--- config.mk ---
export PLATFORM = sky130hd
export DESIGN_NAME = sram_port_arbiter
export DESIGN_NICKNAME = d
export VERILOG_FILES = /design/src/rtl/sram_port_arbiter.sv
export SDC_FILE = /design/constraint.sdc
export NUM_CORES = 1
export LEC_CHECK = 0
export ABC_CLOCK_PERIOD_IN_PS = 2700
export BUFFER_PORTS_ARGS = -buffer_cell sky130_fd_sc_hd__buf_2
export CORE_AREA = 2 2 108 110
export CTS_BUF_LIST = sky130_fd_sc_hd__clkbuf_4
export DETAILED_ROUTE_END_ITERATION = 8
export DIE_AREA = 0 0 110 112
export PLACE_DENSITY = 0.78
export RECOVER_POWER = 50
export SLEW_MARGIN = 20
export SYNTH_ARGS = -nofsm -noshare
export SYNTH_HDL_FRONTEND = slang
export SYNTH_SLANG_ARGS = --single-unit
--- constraint.sdc ---
create_clock -name wb_clk_i -period 2.7 [get_ports wb_clk_i]
set_clock_uncertainty 0.05 [all_clocks]
set_input_delay 0.27 -clock wb_clk_i [delete_from_list [all_inputs] [get_ports wb_clk_i]]
set_output_delay 0.27 -clock wb_clk_i [all_outputs]
set_load 0.01 [all_outputs]
--- src/rtl/sram_port_arbiter.sv ---
// ============================================================================
// Module   : sram_port_arbiter
// Purpose  : Shares a 1rw1r 32x256 SRAM between stream requesters and a
//            Wishbone host with bounded-wait arbitration per port.
// Revision : 1.0
// ============================================================================
`default_nettype none

module sram_port_arbiter #(
    parameter logic [31:0] BASE_ADDR = 32'h3000_0000,
    parameter int          MAX_WAIT  = 4
) (
    input  logic        wb_clk_i,
    input  logic        wb_rst_ni,
    input  logic        wbs_cyc_i,
    input  logic        wbs_stb_i,
    input  logic        wbs_we_i,
    input  logic [3:0]  wbs_sel_i,
    input  logic [31:0] wbs_adr_i,
    input  logic [31:0] wbs_dat_i,
    output logic        wbs_ack_o,
    output logic [31:0] wbs_dat_o,
    input  logic        s_wr_valid,
    input  logic [7:0]  s_wr_addr,
    input  logic [31:0] s_wr_data,
    output logic        s_wr_ready,
    input  logic        s_rd_valid,
    input  logic [7:0]  s_rd_addr,
    output logic        s_rd_ready,
    output logic        s_rd_rvalid,
    output logic [31:0] s_rd_rdata,
    output logic        R0_clk,
    output logic        W0_clk,
    output logic        R0_en,
    output logic [7:0]  R0_addr,
    input  logic [31:0] R0_data,
    output logic        W0_en,
    output logic [7:0]  W0_addr,
    output logic [31:0] W0_data
);

    localparam logic [3:0] C_MAX_WAIT = 4'(MAX_WAIT);

    typedef enum logic [2:0] {
        IDLE    = 3'd0,
        WR_WAIT = 3'd1,
        RD_WAIT = 3'd2,
        RD_DATA = 3'd3,
        ACK     = 3'd4
    } state_t;

    state_t      r_state;
    state_t      w_state_nxt;
    logic [7:0]  r_widx;
    logic [31:0] r_wdat;
    logic [31:0] r_dat_o;
    logic        r_rvalid;
    logic [3:0]  r_cnt_wr;
    logic [3:0]  r_cnt_rd;

    logic        w_req;
    logic [31:0] w_off;
    logic        w_in_win;
    logic        w_wr_wb_req;
    logic        w_wr_s_gnt;
    logic        w_wr_wb_gnt;
    logic        w_rd_wb_req;
    logic        w_rd_s_win;
    logic        w_rd_wb_win;
    logic [7:0]  w_rd_addr;
    logic        w_collide;
    logic        w_rd_s_gnt;
    logic        w_rd_wb_gnt;
    logic        w_unused_sel;

    assign w_unused_sel = &{1'b0, wbs_sel_i};

    assign w_req    = wbs_cyc_i & wbs_stb_i;
    assign w_off    = wbs_adr_i - BASE_ADDR;
    assign w_in_win = (w_off < 32'h0000_0400);

    // Write port: stream wins unless the Wishbone wait budget is exhausted.
    assign w_wr_wb_req = (r_state == WR_WAIT);
    assign w_wr_s_gnt  = s_wr_valid && (r_cnt_wr < C_MAX_WAIT);
    assign w_wr_wb_gnt = w_wr_wb_req && !w_wr_s_gnt;

    assign W0_en   = w_wr_s_gnt | w_wr_wb_gnt;
    assign W0_addr = w_wr_s_gnt ? s_wr_addr : (w_wr_wb_gnt ? r_widx : 8'h00);
    assign W0_data = w_wr_s_gnt ? s_wr_data : (w_wr_wb_gnt ? r_wdat : 32'h0);

    // Read port: a same-address write this cycle holds the read off one cycle.
    assign w_rd_wb_req = (r_state == RD_WAIT);
    assign w_rd_s_win  = s_rd_valid && (r_cnt_rd < C_MAX_WAIT);
    assign w_rd_wb_win = w_rd_wb_req && !w_rd_s_win;
    assign w_rd_addr   = w_rd_s_win ? s_rd_addr : r_widx;
    assign w_collide   = (w_rd_s_win | w_rd_wb_win) && W0_en && (w_rd_addr == W0_addr);
    assign w_rd_s_gnt  = w_rd_s_win && !w_collide;
    assign w_rd_wb_gnt = w_rd_wb_win && !w_collide;

    assign R0_en   = w_rd_s_gnt | w_rd_wb_gnt;
    assign R0_addr = R0_en ? w_rd_addr : 8'h00;

    assign s_wr_ready  = w_wr_s_gnt;
    assign s_rd_ready  = w_rd_s_gnt;
    assign s_rd_rvalid = r_rvalid;
    assign s_rd_rdata  = r_rvalid ? R0_data : 32'h0;

    assign R0_clk    = wb_clk_i;
    assign W0_clk    = wb_clk_i;
    assign wbs_ack_o = (r_state == ACK);
    assign wbs_dat_o = r_dat_o;

    always_comb begin
        w_state_nxt = r_state;
        case (r_state)
            IDLE: begin
                if (w_req) begin
                    if (!w_in_win)     w_state_nxt = ACK;
                    else if (wbs_we_i) w_state_nxt = WR_WAIT;
                    else               w_state_nxt = RD_WAIT;
                end
            end
            WR_WAIT: if (w_wr_wb_gnt) w_state_nxt = ACK;
            RD_WAIT: if (w_rd_wb_gnt) w_state_nxt = RD_DATA;
            RD_DATA: w_state_nxt = ACK;
            ACK:     w_state_nxt = IDLE;
            default: w_state_nxt = IDLE;
        endcase
    end

    always_ff @(posedge wb_clk_i or negedge wb_rst_ni) begin
        if (!wb_rst_ni) begin
            r_state  <= IDLE;
            r_widx   <= 8'h00;
            r_wdat   <= 32'h0;
            r_dat_o  <= 32'h0;
            r_rvalid <= 1'b0;
        end else begin
            r_state  <= w_state_nxt;
            r_rvalid <= w_rd_s_gnt;
            if (r_state == IDLE && w_req) begin
                r_widx  <= wbs_adr_i[9:2];
                r_wdat  <= wbs_dat_i;
                r_dat_o <= 32'h0;
            end else if (r_state == RD_DATA) begin
                r_dat_o <= R0_data;
            end
        end
    end

    // Wait counters: collision stalls do not consume the read-side budget.
    always_ff @(posedge wb_clk_i or negedge wb_rst_ni) begin
        if (!wb_rst_ni) begin
            r_cnt_wr <= 4'd0;
            r_cnt_rd <= 4'd0;
        end else begin
            if (!w_wr_wb_req || w_wr_wb_gnt)
                r_cnt_wr <= 4'd0;
            else if (r_cnt_wr != C_MAX_WAIT)
                r_cnt_wr <= r_cnt_wr + 4'd1;

            if (!w_rd_wb_req || w_rd_wb_gnt)
                r_cnt_rd <= 4'd0;
            else if (!w_collide && r_cnt_rd != C_MAX_WAIT)
                r_cnt_rd <= r_cnt_rd + 4'd1;
        end
    end

endmodule

`default_nettype wire

## Word level (Yosys, flattened, before mapping)

Index checks and enable logic that the tools add are counted.

| storage, ports and cells | value |
|---|---|
| register bits | 84 |
| latch bits | 0 |
| RAM bits | 0 |
| bits in read-only memories | 0 |
| bits of input ports | 155 |
| memories kept | 0 |

| cells by class | value |
|---|---|
| add/subtract/negate cells | 3 |
| $mul | 0 |
| divide/modulo/power cells | 0 |
| $lt $le $gt $ge | 3 |
| eq/ne operators | 10 |
| shifts and indexed selects | 0 |
| muxes and demuxes | 19 |
| bitwise logic cells | 4 |
| reductions and logical operators | 22 |

Operators with widths:

| operator | number |
|---|---|
| $mux 32 | 5 |
| $lt 32x11->1 const B | 1 |
| $mux 8 | 4 |
| $sub 32x30->32 const B | 1 |
| $mux 4 | 4 |
| $mux 3 | 4 |
| $pmux 3 s4 | 1 |
| $logic_and 1x1->1 | 10 |
| $add 4x1->4 const B | 2 |
| $eq 8x8->1 | 1 |
| $lt 4x3->1 const B | 2 |
| $ne 4x3->1 const B | 2 |
| $eq 3x2->1 const B | 2 |
| $reduce_bool 2->1 | 3 |
| $logic_not 1->1 | 5 |
| $ne 2x1->1 const B | 2 |
| $eq 3x1->1 const B | 1 |
| $eq 3x3->1 const B | 1 |
| $logic_not 3->1 | 1 |
| $or 1x1->1 | 3 |
| $reduce_and 3->1 | 1 |
| $logic_or 1x1->1 | 2 |
| $mux 2 | 1 |
| $ne 2x2->1 const B | 1 |
| $and 1x1->1 | 1 |

## Depth between registers and ports, before layout

Gate-level depths: netlist (run 1).

| depth | value |
|---|---|
| depth in word-level cells | 12 |
| mapped depth | 10 |
| depth with buffers taken out | 8 |

==> out/metrics.csv, run 1 <==
metric,value,unit
max-cap check violation count,1,
die width,110,um
Final period util,120,%
Buf/Inv on CP,3,
io pins,275,
grt ovf,0,
Worst setup EP type,primary output,
Crit path max-delay family,simple AND/OR/NAND/NOR gates,
adder-cell share of the synthesized area,1.05,%
multiplexer area fraction after synthesis,10.3,%
Leak,3.73,nW
Max Clk Rate,308,MHz
initial core utilization,42.5,%
Setup CP Type,flop to primary output,
pin count of the biggest net entering global routing,85,
outcome,"finished, violations left",
Final setup viols,10,
Yosys warning count,0,
routability cong.,0.872,
top post-synthesis cells by area,"dfrtp_1, mux2_2, nand2_1",
Post-Synth XOR/XNOR Area,0.185,%
failing checks,"capacitance limit, slew limit, setup timing",
Critical Path AT,2.92,ns
Slowest cell on crit path,or3b_4,
hold depth,6,
async set-reset flop share out of synthesis,100,%
Worst Tran Pin Value,2.10,ns
die area,0.0123,mm2
Iteration-0 DRC Markers,348,
CTS tree,done,
final hold viol count,0,
P per Cell Area,618,mW/mm2
first-pass GRT wire length,27100,um
main flop type after synthesis,dfrtp_1,
Synth Area in Compound Gates,18.0,%
"Distinct cells, synth",51,
Post-Synthesis Cells,496,
critical path depth,10,
post-synthesis area per instance,9.57,um2
post-route setup slack,-0.543,ns
DPL Wire Length,11300,um
Slowest Stage Delay on Critical Path,0.41,ns
"count leader, synth",nand2_1,
setup TNS,-5.01,ns
initial antenna violation count,1,
core region area,0.0112,mm2
row count,39,
CP required,2.38,ns
Overall Global Routing Usage,28.3,%
reg2reg path depth,11,
sequential fraction of the synthesis area,44.3,%
CTS clock-pin slew for the worst setup and hold paths,0.12,ns
"Slew Viols, Final",85,
vias per std cell,5.38,
Startpoint Class,flop,
crit path time final,3.24,ns
Fill cells,895,
via count,5383,
area added between synthesis and finish,56.0,%
DRT Wirelength,17200,um
Post-Syn Nets,655,
RSZ-0062 raised after global routing,true,
CP Cell Sequence,"or3b_4, buf_6, mux2i_1, mux2_2, a221o_1, nand4_4, o22ai_4, buf_6, a21oi_2, buf_2",
top-area cell type share of the netlist area,44.3,%
Die Span Y,112,um
Routed wire per std cell,17.2,um
Worst-Skew Late Latency,0.53,ns
synth cell count leaders,"nand2_1, dfrtp_1, a21oi_1",
largest family of logic cells by synthesized area,simple AND/OR/NAND/NOR gates,
Simple-Gate Fraction of Synth Area,20.5,%
Pwr Total,0.00457,W
CP most frequent cell,buf_6,
final core occ,66.3,%
pre-CTS setup slack,-0.0141,ns
maximum vdd drop,0.471,mV
Post-synth EDFFs,0,
worst min path class,input port to flop,
antenna-violating nets left,0,
number of global-route vias before repair,5512,
I/O Buffers,268,
Slew headroom,-39.7,%
# DRC,0,
crit-path max FO,4,
Layout Nets,1011,
"flops & latches, synth",84,
Yosys top cell by area,dfrtp_1,
"Design Area, Final",0.00741,mm2
synthesized area,0.00475,mm2
share of cells above drive strength 1,46.4,%
Post-DP Area,0.00630,mm2
First-pass DRT Iterations,4,
sequential cells by signal, summed over array words and instances (netlist names):
| register | flops |
|---|---|
| wbs_dat_o | 32 |
| r_cnt_rd | 4 |
| r_state | 3 |
| r_wdat | 32 |
| r_widx | 8 |
| r_cnt_wr | 4 |
| s_rd_rvalid | 1 |
layout make-up:
cell class              count  area [um2]  area share [%]
flip-flops and latches     84        2100            28.4
well taps                 143         179            2.42
inverters                  15        68.8           0.929
clock inverters             4        50.0           0.676
multi-input cells         357        2460            33.3
diodes                      1        2.50          0.0338
clock buffers              18         130            1.76
repair buffers            379        2410            32.5
power by group:
| group | switching [W] | internal (W) | total, W |
|---|---|---|---|
| clock network | 0.000483 | 0.000399 | 0.000882 |
| registers | 0.000297 | 0.00159 | 0.00189 |
| logic | 0.000853 | 0.000953 | 0.00181 |
| total | 0.00163 | 0.00294 | 0.00457 |
path summary, 6_finish.rpt:
check	slack [ns]	start	endpoint
min	0.22	wbs_adr_i[11]	r_state[1]$_DFFE_PN0P_
max reg2reg	0.16	r_cnt_wr[3]$_DFFE_PN0P_	r_cnt_rd[1]$_DFFE_PN0P_
min in group asynchronous	0.83	wb_rst_ni	r_widx[7]$_DFFE_PN0P_
max	-0.54	r_cnt_wr[3]$_DFFE_PN0P_	R0_addr[4]
max in group asynchronous	0.36	wb_rst_ni	r_cnt_rd[3]$_DFFE_PN0P_
min reg2reg	0.44	r_cnt_wr[0]$_DFFE_PN0P_	r_cnt_wr[0]$_DFFE_PN0P_
tightest hold or removal path, stage by stage:
cell     delay (ns)
buf_2          0.08
nor4b_1        0.04
nand2_1        0.06
nor2_1         0.08
a31oi_1        0.18
nor2_1         0.06
metrics by stage:
stage / hold WS, ns / cells
5_1_grt: 0.240 / 1001
4_1_cts: 0.155 / 993
2_1_floorplan: -0.0756 / 496
3_5_place_dp: 0.321 / 895
3_3_place_gp: 0.321 / 895
6_report: 0.224 / 1001
layer usage:
| layer | track usage (%) | vias up | wire length [um] |
|---|---|---|---|
| met5 | 0 | - | 0 |
| met4 | 14.9 | 0 | 758 |
| met3 | 5.15 | 71 | 902 |
| met2 | 49.6 | 240 | 9160 |
| met1 | 31.9 | 2616 | 6410 |
| li1 | - | 2456 | - |
repair_timing:
action,CTS,global route
setup buffers,4,7
hold endpoints to repair,157,0
hold buffers,74,0
setup endpoints to repair,10,45
pin swaps,5,9
gates resized for setup,15,14
cells in the final DEF (no fill, tap or decap), types with 2 or more instances in the layout:
| cell | n |
|---|---|
| dlygate4sd3_1 | 74 |
| nor3b_1 | 2 |
| inv_1 | 14 |
| nor3_1 | 6 |
| a21oi_1 | 40 |
| o2111ai_2 | 2 |
| nor4b_1 | 2 |
| buf_2 | 267 |
| clkbuf_4 | 16 |
| o31ai_1 | 4 |
| dfrtp_2 | 2 |
| o22a_1 | 3 |
| dfrtp_1 | 82 |
| ha_1 | 4 |
| a221o_1 | 2 |
| nor4_1 | 4 |
| buf_4 | 31 |
| nand4_1 | 7 |
| and2_1 | 32 |
| o211ai_1 | 6 |
| nor2_4 | 2 |
| buf_6 | 6 |
| clkinvlp_4 | 2 |
| nand2_1 | 93 |
| nand3b_1 | 2 |
| nor2_1 | 9 |
| and3_1 | 7 |
| nor3b_4 | 2 |
| o21ai_0 | 6 |
| mux2i_1 | 5 |
| a211o_1 | 2 |
| nand3_1 | 7 |
| mux2_2 | 39 |
| a31oi_1 | 3 |
| or3b_4 | 3 |
| a22o_1 | 37 |
| a21oi_2 | 8 |
logic make-up (layout without fill, tap and decap cells):
group	Yosys count	after routing
simple gates	188	188
compound gates	119	119
flops	84	84
buf+inv	55	416
mux	44	44
fa+ha+maj	4	4
other cells	1	2
xor+xnor	1	1
Note: power is estimated with default switching activity, not from simulation.
==> run 2, diff against run 1 <==
--- a/config.mk
+++ b/config.mk
@@ -7,11 +7,11 @@
 export LEC_CHECK = 0
 export ABC_CLOCK_PERIOD_IN_PS = 2700
 export BUFFER_PORTS_ARGS = -buffer_cell sky130_fd_sc_hd__buf_2
-export CORE_AREA = 2 2 108 110
+export CORE_MARGIN = 1.5
+export CORE_UTILIZATION = 45
 export CTS_BUF_LIST = sky130_fd_sc_hd__clkbuf_4
 export DETAILED_ROUTE_END_ITERATION = 8
-export DIE_AREA = 0 0 110 112
-export PLACE_DENSITY = 0.78
+export PLACE_DENSITY = 0.92
 export RECOVER_POWER = 50
 export SLEW_MARGIN = 20
 export SYNTH_ARGS = -nofsm -noshare
==> out/metrics.csv, run 2 (synthesized netlist as in run 1, its figures left out) <==
metric,value,unit,change
Critical Path AT,2.97,ns,was 2.92 ns
core region area,0.0103,mm2,was 0.0112 mm2
CP required,2.38,ns,about the same
routability cong.,0.897,,was 0.872
Routed wire per std cell,17.7,um,was 17.2 um
Worst Tran Pin Value,2.08,ns,was 2.10 ns
area added between synthesis and finish,57.7,%,was 56.0%
grt ovf,0,,unchanged
die width,106,um,was 110 um
Final period util,122,%,was 120%
failing checks,"capacitance limit, slew limit, setup timing",,unchanged
"leading cell type in the layout, fill and taps excluded",buf_2,,unchanged
first-pass GRT wire length,26800,um,was 27100 um
most frequent cells in the layout,"buf_2, nand2_1, dfrtp_1",,unchanged
io pins,275,,unchanged
"Slew Viols, Final",38,,was 85
Fill cells,759,,was 895
outcome,"finished, violations left",,unchanged
initial antenna violation count,2,,was 1
initial core utilization,46.2,%,was 42.5%
met3 usage,5.13,%,was 5.15%
pin count of the biggest net entering global routing,49,,was 85
met2 Use GR,54.7,%,was 49.6%
row count,37,,was 39
via count,5418,,was 5383
crit path time final,3.29,ns,was 3.24 ns
antenna-violating nets left,0,,unchanged
Sequential Area,0.00211,mm2,was 0.00210 mm2
Slew headroom,-38.6,%,was -39.7%
Max Clk Rate,304,MHz,was 308 MHz
Setup CP Type,flop to primary output,,unchanged
DRT Wirelength,17700,um,was 17200 um
P per Cell Area,629,mW/mm2,was 618 mW/mm2
Worst setup EP type,primary output,,unchanged
setup TNS,-5.35,ns,was -5.01 ns
Leak,3.76,nW,was 3.73 nW
Top Usage Layer GRT,met2,,unchanged
Layout Nets,1014,,was 1011
crit-path max FO,6,,was 4
die area,0.0112,mm2,was 0.0123 mm2
met1 Track Usage GR,35.1,%,was 31.9%
Min Hold Slack,0.232,ns,was 0.224 ns
Worst-Skew Late Latency,0.51,ns,was 0.53 ns
final hold viol count,0,,unchanged
Die Span Y,106,um,was 112 um
I/O Buffers,268,,unchanged
Overall Global Routing Usage,30.8,%,was 28.3%
number of global-route vias before repair,5413,,was 5512
maximum vdd drop,0.379,mV,was 0.471 mV
RSZ-0062 raised after global routing,true,,unchanged
CTS tree,done,,unchanged
# DRC,0,,unchanged
multi-input gate area in the final layout,0.00250,mm2,was 0.00246 mm2
vias per std cell,5.43,,was 5.38
worst min path class,input port to flop,,unchanged
Final setup viols,10,,unchanged
post-route setup slack,-0.589,ns,was -0.543 ns
CTS clock-pin slew for the worst setup and hold paths,0.14,ns,was 0.12 ns
Iteration-0 DRC Markers,453,,was 348
First-pass DRT Iterations,8,,was 4
DPL Wire Length,11000,um,was 11300 um
share of cells above drive strength 1,46.2,%,was 46.4%
max-cap check violation count,1,,unchanged
Startpoint Class,flop,,unchanged
-- run 2: changes by cell type in the layout (fill, tap and decap cells not counted), sizes merged --
cell      before  now
buf          306  308
bufinv         1    2
clkbuf        17   15
clkinv         2    3
clkinvlp       2    1
diode          1    2
o22ai          1    2
-- run 2: metrics by stage --
stage	cell area, um2	setup slack [ns]	total power [W]	cells	utilization (%)
after global routing	7490	-0.663	0.00495	997	72.9
final	7490	-0.589	0.00471	997	72.9
after floorplan	4750	0.235	0.00290	496	-
after detailed placement	6280	-0.0259	0.00351	884	61.1
after global placement	6280	0.0651	0.00345	884	61.1
after CTS	7300	-0.527	0.00455	981	71.0
-- run 2: path summary, 6_finish.rpt --
kind | slack [ns] | start | cells past startpoint | to
max reg2reg | 0.15 | r_cnt_wr[3]$_DFFE_PN0P_ | 11 | r_cnt_rd[1]$_DFFE_PN0P_
min reg2reg | 0.44 | r_cnt_wr[0]$_DFFE_PN0P_ | 1 | r_cnt_wr[0]$_DFFE_PN0P_
max in group asynchronous | 0.43 | wb_rst_ni | 2 | r_cnt_rd[2]$_DFFE_PN0P_
min in group asynchronous | 0.82 | wb_rst_ni | 2 | wbs_dat_o[17]$_DFFE_PN0P_
max | -0.59 | r_cnt_wr[3]$_DFFE_PN0P_ | 9 | R0_addr[7]
min | 0.23 | wbs_adr_i[17] | 6 | r_state[1]$_DFFE_PN0P_
-- run 2: power breakdown --
group	total (W)	internal (W)	switching [W]
clock	0.000952	0.000465	0.000487
combinational	0.00185	0.000963	0.000887
sequential	0.00191	0.00159	0.000320
-- run 2: timing repair --
item / 4_1_cts / 5_1_grt
hold buffers: 74 / 0
setup endpoints to repair: 16 / 44
gates resized for setup: 14 / 21
pin swaps: 5 / 7
setup buffers: 3 / 14
gates cloned: 1 / 0
hold endpoints to repair: 109 / 0
-- run 2: per-layer routing --
layer / vias up / wire (um)
met1: 2603 / 6560
met4: 0 / 726
met5: - / 0
met2: 277 / 9360
met3: 64 / 1010
li1: 2474 / -
-- run 2: final cells by class --
| cell class | instances | area share (%) |
|---|---|---|
| well taps | 136 | 2.27 |
| clock inverters | 5 | 1.04 |
| multi-input cells | 358 | 33.4 |
| inverters | 15 | 0.919 |
| clock buffers | 16 | 1.54 |
| repair buffers | 381 | 32.6 |
| flip-flops and latches | 84 | 28.1 |
| diodes | 2 | 0.0668 |
-- run 2: worst max-delay path, cell delays in order, from the launching register on --
cell     delay [ns]
dfrtp_1        0.41
or3b_4         0.40
buf_8          0.15
mux2i_1        0.21
mux2_2         0.37
a221o_1        0.31
nand4_4        0.18
o22ai_4        0.14
a21oi_2        0.14
buf_2          0.15
==> run 3, diff against run 2 <==
==> constraint.sdc (replaced) <==
create_clock -name wb_clk_i -period 2.7 [get_ports wb_clk_i]
set_clock_uncertainty 0.05 [all_clocks]
set_input_delay 0.27 -clock wb_clk_i [delete_from_list [all_inputs] [get_ports wb_clk_i]]
set_output_delay 0.27 -clock wb_clk_i [all_outputs]
set_load 0.05 [all_outputs]
==> out/metrics.csv, run 3 (synthesized netlist as in run 1, its figures left out) <==
metric,value,unit,change
First-pass DRT Iterations,5,,was 8
reg2reg setup slack,-0.08,ns,was 0.15 ns
Switching Share,44.9,%,was 36.0%
most frequent cells in the layout,"buf_2, nand2_1, dfrtp_1",,unchanged
Worst setup EP type,primary output,,unchanged
Startpoint Class,flop,,unchanged
"Slew Viols, Final",85,,was 38
I/O Buffers,268,,unchanged
initial antenna violation count,0,,was 2
"Design Area, Final",0.00784,mm2,was 0.00749 mm2
part of the power in registers,33.6,%,was 40.5%
initial core utilization,46.2,%,unchanged
post-route setup slack,-0.703,ns,was -0.589 ns
Worst Tran Pin Value,2.12,ns,was 2.08 ns
DPL Wire Length,10800,um,was 11000 um
DRT Wirelength,19400,um,was 17700 um
Setup CP Type,flop to primary output,,unchanged
Clk network pwr share,17.4,%,was 20.2%
via count,5726,,was 5418
P per Cell Area,724,mW/mm2,was 629 mW/mm2
io pins,275,,unchanged
failing checks,"capacitance limit, slew limit, setup timing",,unchanged
routability cong.,0.904,,was 0.897
# diodes,0,,was 2
share of cells above drive strength 1,47.1,%,was 46.2%
Post-DP Area,0.00640,mm2,was 0.00628 mm2
antenna-violating nets left,0,,unchanged
Iteration-0 DRC Markers,531,,was 453
vias per std cell,5.73,,was 5.43
Routed wire per std cell,19.4,um,was 17.7 um
max-cap check violation count,1,,unchanged
# DRC,0,,unchanged
outcome,"finished, violations left",,unchanged
worst min path class,input port to flop,,unchanged
Fill cells,643,,was 759
row count,37,,unchanged
core region area,0.0103,mm2,unchanged
Leak,3.85,nW,was 3.76 nW
Layout Nets,1018,,was 1014
area added between synthesis and finish,65.1,%,was 57.7%
crit-path max FO,6,,unchanged
Final setup viols,13,,was 10
Die Span Y,106,um,unchanged
final core occ,76.2,%,was 72.9%
die area,0.0112,mm2,unchanged
Max Clk Rate,294,MHz,was 304 MHz
pre-CTS setup slack,-0.176,ns,was -0.0259 ns
maximum vdd drop,0.886,mV,was 0.379 mV
net switching power,0.00254,W,was 0.00169 W
grt ovf,0,,unchanged
Slew headroom,-41.3,%,was -38.6%
pin count of the biggest net entering global routing,85,,was 49
Overall Global Routing Usage,30.9,%,was 30.8%
RSZ-0062 raised after global routing,true,,unchanged
Critical Path AT,3.08,ns,was 2.97 ns
Worst-Skew Late Latency,0.54,ns,was 0.51 ns
CTS tree,done,,unchanged
number of global-route vias before repair,5612,,was 5413
CTS clock-pin slew for the worst setup and hold paths,0.12,ns,was 0.14 ns
final hold viol count,0,,unchanged
first-pass GRT wire length,27300,um,was 26800 um
Int Power,0.00313,W,was 0.00302 W
die width,106,um,unchanged
crit path time final,3.40,ns,was 3.29 ns
"leading cell type in the layout, fill and taps excluded",buf_2,,unchanged
Final period util,126,%,was 122%
combinational share of power,49.1,%,was 39.2%
CP required,2.38,ns,about the same
## run 3: cell type report
cell class	instances	area (um2)	share of cell area (%)
clock buffers	17	123	1.56
multi-input cells	357	2550	32.5
inverters	15	71.3	0.910
clock inverters	5	61.3	0.782
repair buffers	386	2760	35.2
well taps	136	170	2.17
flip-flops and latches	84	2100	26.8
## run 3: timing repair
action	in CTS	in global routing
cloned	0	3
setup buffers	6	6
pin swaps	8	9
endpoints found under the hold margin	157	0
gates resized for setup	45	91
endpoints found under the setup margin	46	49
hold buffers	74	0
## run 3: metrics by stage
stage          TNS [ns]  hold slack, ns  power [W]  cells
2_1_floorplan     -1.07         -0.0756    0.00366    496
3_3_place_gp     -0.969           0.405    0.00423    893
3_5_place_dp      -1.69           0.421    0.00430    893
4_1_cts           -5.48           0.146    0.00531    991
5_1_grt           -9.27           0.162    0.00589   1000
6_report          -6.99           0.173    0.00567   1000
## run 3: metal layers
layer | up-vias | track usage [%] | wire length [um]
met2 | 392 | 56.2 | 10200
li1 | 2479 | - | -
met5 | - | 0 | 0
met4 | 0 | 13.9 | 767
met1 | 2758 | 34.5 | 6980
met3 | 97 | 6.62 | 1460
## run 3: power groups by stage
stage	clock network [W]	registers (W)	logic, W
floorplan	0.000160	0.00182	0.00168
global placement	0.000141	0.00187	0.00222
detailed placement	0.000141	0.00188	0.00228
CTS	0.000999	0.00186	0.00245
global route	0.00107	0.00193	0.00290
finish	0.000985	0.00190	0.00278
## run 3: worst paths after layout
check	depth (start not counted)	endpoint	startpoint
min reg2reg	1	r_cnt_wr[0]$_DFFE_PN0P_	r_cnt_wr[0]$_DFFE_PN0P_
min	6	r_state[1]$_DFFE_PN0P_	wbs_adr_i[27]
min in group asynchronous	2	r_widx[7]$_DFFE_PN0P_	wb_rst_ni
max	10	R0_addr[5]	r_cnt_wr[2]$_DFFE_PN0P_
max reg2reg	11	r_cnt_rd[1]$_DFFE_PN0P_	r_cnt_wr[2]$_DFFE_PN0P_
max in group asynchronous	2	r_wdat[27]$_DFFE_PN0P_	wb_rst_ni
## run 3: critical path: stages, from the launching register on
cell and delay [ns]:
dfrtp_1 0.41, or3b_4 0.50, buf_8 0.17, a31oi_4 0.13
a31oi_1 0.13, nor4_2 0.43, nand3_2 0.18, o22ai_4 0.22
buf_8 0.19, a21oi_4 0.04, buf_6 0.15
